**src/rtl/afifo_fwft_reader_if.sv**
```systemverilog
// rtl/afifo_fwft_reader_if.sv - FIFO read-port and FWFT stream signal bundle
interface afifo_fwft_reader_if #(
    parameter int DataWidth = 8
);
    logic                 FIFOempty;
    logic                 RDen;
    logic [DataWidth-1:0] RDdata;
    logic                 RDreq;
    logic [DataWidth-1:0] dout;
    logic                 dout_valid;
    logic                 dout_ready;
    logic [1:0]           occupancy;

    // The reader side: consumes the FIFO port, produces the stream.
    modport master (
        input  FIFOempty,
        input  RDen,
        input  RDdata,
        input  dout_ready,
        output RDreq,
        output dout,
        output dout_valid,
        output occupancy
    );

    // The surrounding logic: FIFO control plus the downstream sink.
    modport slave (
        output FIFOempty,
        output RDen,
        output RDdata,
        output dout_ready,
        input  RDreq,
        input  dout,
        input  dout_valid,
        input  occupancy
    );
endinterface

```
**src/rtl/afifo_fwft_reader.sv**
```systemverilog
// rtl/afifo_fwft_reader.sv - async FIFO read port to first-word-fall-through stream
module afifo_fwft_reader #(
    parameter int DataWidth = 8
) (
    input  logic                RDclk,
    input  logic                reset,
    afifo_fwft_reader_if.master rd
);
    // buf0 is the head of the stream, buf1 the skid slot; v1 implies v0.
    logic [DataWidth-1:0] buf0;
    logic [DataWidth-1:0] buf1;
    logic                 v0;
    logic                 v1;
    logic                 inflight;
    logic                 pop;
    logic [1:0]           occ;

    // Stream outputs, occupancy and the read request are all combinational.
    // A request is allowed whenever a slot will exist when its data lands:
    // either fewer than two words are committed, or one leaves this cycle.
    always_comb begin
        pop           = v0 & rd.dout_ready;
        occ           = {1'b0, v0} + {1'b0, v1} + {1'b0, inflight};
        rd.RDreq      = !reset & !rd.FIFOempty & ((occ < 2'd2) | pop);
        rd.dout       = buf0;
        rd.dout_valid = v0;
        rd.occupancy  = occ;
    end

    // Track the granted read and move words through the two-entry buffer,
    // popping from the head and capturing returning data behind it.
    always_ff @(posedge RDclk or posedge reset) begin
        if (reset) begin
            buf0     <= '0;
            buf1     <= '0;
            v0       <= 1'b0;
            v1       <= 1'b0;
            inflight <= 1'b0;
        end else begin
            inflight <= rd.RDen;
            if (pop && v1) begin
                buf0 <= buf1;
                if (inflight) begin
                    buf1 <= rd.RDdata;
                end else begin
                    v1 <= 1'b0;
                end
            end else if (pop) begin
                if (inflight) begin
                    buf0 <= rd.RDdata;
                end else begin
                    v0 <= 1'b0;
                end
            end else if (inflight) begin
                if (!v0) begin
                    buf0 <= rd.RDdata;
                    v0   <= 1'b1;
                end else begin
                    buf1 <= rd.RDdata;
                    v1   <= 1'b1;
                end
            end
        end
    end
endmodule
```
**src/flat_wrapper.sv**
```systemverilog
// flat-port wrapper written by rule: the top's interface ports become plain ports
module afifo_fwft_reader_flat 
#(
    parameter int DataWidth = 8
)
  (RDclk, reset, rd_FIFOempty, rd_RDen, rd_RDdata, rd_dout_ready, rd_RDreq, rd_dout, rd_dout_valid, rd_occupancy);
  afifo_fwft_reader_if #(.DataWidth(DataWidth)) rd_i ();
  input  logic RDclk;
  input  logic reset;
  input wire logic [$bits(rd_i.FIFOempty)-1:0] rd_FIFOempty;
  input wire logic [$bits(rd_i.RDen)-1:0] rd_RDen;
  input wire logic [$bits(rd_i.RDdata)-1:0] rd_RDdata;
  input wire logic [$bits(rd_i.dout_ready)-1:0] rd_dout_ready;
  output wire logic [$bits(rd_i.RDreq)-1:0] rd_RDreq;
  output wire logic [$bits(rd_i.dout)-1:0] rd_dout;
  output wire logic [$bits(rd_i.dout_valid)-1:0] rd_dout_valid;
  output wire logic [$bits(rd_i.occupancy)-1:0] rd_occupancy;
  assign rd_i.FIFOempty = rd_FIFOempty;
  assign rd_i.RDen = rd_RDen;
  assign rd_i.RDdata = rd_RDdata;
  assign rd_i.dout_ready = rd_dout_ready;
  assign rd_RDreq = rd_i.RDreq;
  assign rd_dout = rd_i.dout;
  assign rd_dout_valid = rd_i.dout_valid;
  assign rd_occupancy = rd_i.occupancy;
  afifo_fwft_reader #(.DataWidth(DataWidth)) u_core (.RDclk(RDclk), .reset(reset), .rd(rd_i));
endmodule
```
**config.mk**
```make
export PLATFORM = sky130hd
export DESIGN_NAME = afifo_fwft_reader_flat
export DESIGN_NICKNAME = d
export VERILOG_FILES = /design/src/rtl/afifo_fwft_reader_if.sv /design/src/rtl/afifo_fwft_reader.sv /design/src/flat_wrapper.sv
export SDC_FILE = /design/constraint.sdc
export NUM_CORES = 1
export LEC_CHECK = 0
export BUFFER_PORTS_ARGS = -buffer_cell sky130_fd_sc_hd__buf_2
export CORE_MARGIN = 4
export CORE_UTILIZATION = 49
export DETAILED_ROUTE_END_ITERATION = 8
export PLACE_DENSITY_LB_ADDON = 0.12
export REMOVE_ABC_BUFFERS = 1
export SYNTH_ARGS = -nofsm -noshare
export SYNTH_HDL_FRONTEND = slang
export SYNTH_SLANG_ARGS = --single-unit
```
**constraint.sdc**
```tcl
create_clock -name RDclk -period 1.7 [get_ports RDclk]
set_clock_uncertainty 0.15 [all_clocks]
set_input_delay 0.34 -clock RDclk [delete_from_list [all_inputs] [get_ports RDclk]]
set_output_delay 0.34 -clock RDclk [all_outputs]
set_load 0.02 [all_outputs]
```
==> summary.txt <==
Vias in the first global route: 728
EDFF count, synth: 0
Core area: 1590 sq um
Pleak: 0.533 nW
Final hold vios: 0
Register area share after synthesis: 55.0%
Switching share of power: 35.2%
Hold slack: 120 ps
# rows: 14
RSZ-0062 raised after global routing: true
Port Buffers: 24
Status: finished, violations left
Antenna violations before repair: 0
Sequential share of power: 47.6%
Fin. max-slew vios: 0
Fmax: 493 MHz
Post-placement cell count: 126
Critical path origin: u_core.rd.dout_valid$_DFFE_PP0P_
Worst-path maximum fanout: 2
Synth Instances: 75
Setup slack, reg-to-reg: 60 ps
Critical Path End: rd_RDreq
Pwr dens: 1180 nW/um^2
Die height: 50.0 microns
Final period util: 119%
CTS tree: yes
CTS clock-pin slew for the worst setup and hold paths: 120 ps
Die area: 2500 sq um
CTS Sinks: 19
Ys Warns: 0
WL final: 1970 microns
Worst R2R Start: u_core.v1$_DFFE_PP0P_
Initial Util: 54.2%
Fraction of layout cells with a size suffix above 1: 43.1%
Most common cell in the netlist: dfrtp_1
Post-route ant nets: 0
Area grow syn2layout: 29.5%
Vias per Instance: 5.32
Critical path arrival: 1540 ps
Int Power: 0.857 mW
Mean area per synthesized cell: 11.5 sq um
Async SR Flop Fraction: 100%
Most frequent cells after synthesis: dfrtp_1 (19), inv_1 (10), nor2_1 (9)
GP Congestion: 0.678
Unique cell type count in the Yosys netlist: 15
Min cycle time layout: 2030 ps
Dominant cell type by area after synthesis: dfrtp_1
Hold WC Path Type: in2reg
Overflow after GRT: 0
Worst vdd ir: 0.869 mV
Via count: 708
Max-cap viol count: 0
H-tree levels: 1
Setup violators final: 3
Clock power frac: 17.9%
Cts bufs inserted: 3
Root Buffer: clkbuf_4
Pin count of the biggest net entering global routing: 20
Dpl hpwl: 1420 microns
First-pass GRT wire length: 3300 microns
Startpoint types: flip-flop
#FFs+latches synth: 19
Routed WL per cell: 14.8 microns
Gr usage total: 17.5%
Synth Flop Type: dfrtp_1
Worst EP required: 1210 ps
Ant. Diodes: 0
Clock Tree Buf Depth: 2
Critical R2R Capture: u_core.rd.dout[5]$_DFFE_PP0P_
Chip width: 50.0 microns
Initial DRC count: 23
Worst Setup End Kind: output pin
DRT Pass-1 Iters: 6
Synth top area cells: dfrtp_1 (55%), mux2_2 (10%), a221oi_1 (8.1%)
Comb power frac: 34.5%
R2R cell count: 4
Switch Pwr: 0.466 mW
Worst slew pin tran: 390 ps
Worst Slack Setup Final: -328 ps
Violated checks: negative setup slack
Layout Cells excl Fill: 133
WS Path Type: reg2out
Post-Syn Area: 865 sq um
Clk_lat worst skew: 310 ps
IO Count: 25
Synth top area share: 55.0%
DRC Markers: 0
Relative slew slack: 73.8%
Total Nets Final: 124
==> worst max-delay path, stage by stage (launching register included) <==
cell and delay, ps:
dfrtp_1 420, fa_2 420, a211oi_2 210, buf_4 180
==> per-layer routing <==
layer | global-route usage [%] | up-vias | routed length [microns]
li1 | - | 342 | -
met3 | 2.41 | 2 | 109
met5 | 0 | - | 0
met1 | 22.0 | 338 | 786
met4 | 5.53 | 0 | 14
met2 | 30.4 | 26 | 1060
==> sequential cells by signal, summed over array words and instances (netlist names) <==
register,flops
u_core.buf1,8
u_core.rd.dout_valid,1
u_core.rd.dout,8
u_core.v1,1
u_core.inflight,1
==> stage by stage <==
stage | power, mW | TNS (ps) | util [%] | worst slack (ps) | cell area, sq um
floorplan | 0.916 | -708 | - | -596 | 855
global placement | 1.05 | 0 | 65.4 | 18.0 | 1040
detailed placement | 1.07 | -97.3 | 65.4 | -97.3 | 1040
CTS | 1.32 | -610 | 69.4 | -314 | 1110
global route | 1.41 | -845 | 70.3 | -370 | 1120
finish | 1.32 | -740 | 70.3 | -328 | 1120
==> power by group through the flow <==
stage | combinational (mW) | clock, mW | sequential, mW
2_1_floorplan | 0.202 | 0 | 0.714
3_3_place_gp | 0.419 | 0 | 0.632
3_5_place_dp | 0.430 | 0 | 0.640
4_1_cts | 0.450 | 0.235 | 0.631
5_1_grt | 0.496 | 0.264 | 0.647
6_report | 0.456 | 0.237 | 0.630
==> how the worst min path moves through the flow <==
stage                             from                             to  slack (ps)  cells after the start
after floorplan                  reset     u_core.buf1[0]$_DFFE_PP0P_         140                      1
after global placement           reset     u_core.buf1[3]$_DFFE_PP0P_         230                      3
after detailed placement         reset  u_core.rd.dout[3]$_DFFE_PP0P_         250                      3
after CTS                 rd_RDdata[0]     u_core.buf1[0]$_DFFE_PP0P_         130                      2
after global routing      rd_RDdata[3]     u_core.buf1[3]$_DFFE_PP0P_         110                      2
final                     rd_RDdata[3]     u_core.buf1[3]$_DFFE_PP0P_         120                      2
==> layout make-up <==
class / count / area, sq um
Tap cell: 24 / 30.0
Clock inverter: 1 / 5.00
Sequential cell: 19 / 475
Timing Repair Buffer: 32 / 200
Clock buffer: 3 / 22.5
Fill cell: 112 / 474
Multi-Input combinational cell: 44 / 349
Inverter: 10 / 37.5
==> cell families (layout without fill, tap and decap cells) <==
| logic type | after synthesis | count (layout) | synth area share (%) |
|---|---|---|---|
| AO/OA/AOI/OAI | 22 | 22 | 19.0 |
| multiplexers | 8 | 8 | 10.4 |
| flip-flops | 19 | 19 | 55.0 |
| adder cells (fa/ha/maj) | 1 | 1 | 2.32 |
| AND/OR/NAND/NOR | 13 | 13 | 7.82 |
| buffers and inverters | 12 | 46 | 5.50 |
==> placed cells by master, fill, tap and decap left out <==
| cell | netlist | layout |
|---|---|---|
| buf_4 | 0 | 7 |
| nor2_1 | 9 | 9 |
| clkbuf_4 | 0 | 3 |
| a221oi_1 | 8 | 8 |
| dfrtp_1 | 19 | 19 |
| buf_2 | 2 | 21 |
| a21boi_2 | 1 | 1 |
| a21o_1 | 2 | 2 |
| inv_1 | 10 | 10 |
| buf_6 | 0 | 2 |
| a211oi_2 | 0 | 1 |
| a21oi_1 | 2 | 2 |
| nand2_1 | 2 | 2 |
| mux2_2 | 8 | 8 |
| nand2b_2 | 1 | 1 |
| dlygate4sd3_1 | 0 | 2 |
| fa_2 | 0 | 1 |
| clkinv_2 | 0 | 1 |
| o22ai_1 | 8 | 8 |
| nand3_4 | 1 | 1 |
==> repair_timing <==
action	CTS	global route
hold buffers	2	0
hold endpoints to repair	20	0
endpoints found under the setup margin	3	3
gates resized for setup	5	2
gates cloned	0	0
pin swaps	0	0
buffers inserted	0	1
Note: power is estimated with default switching activity, not from simulation.
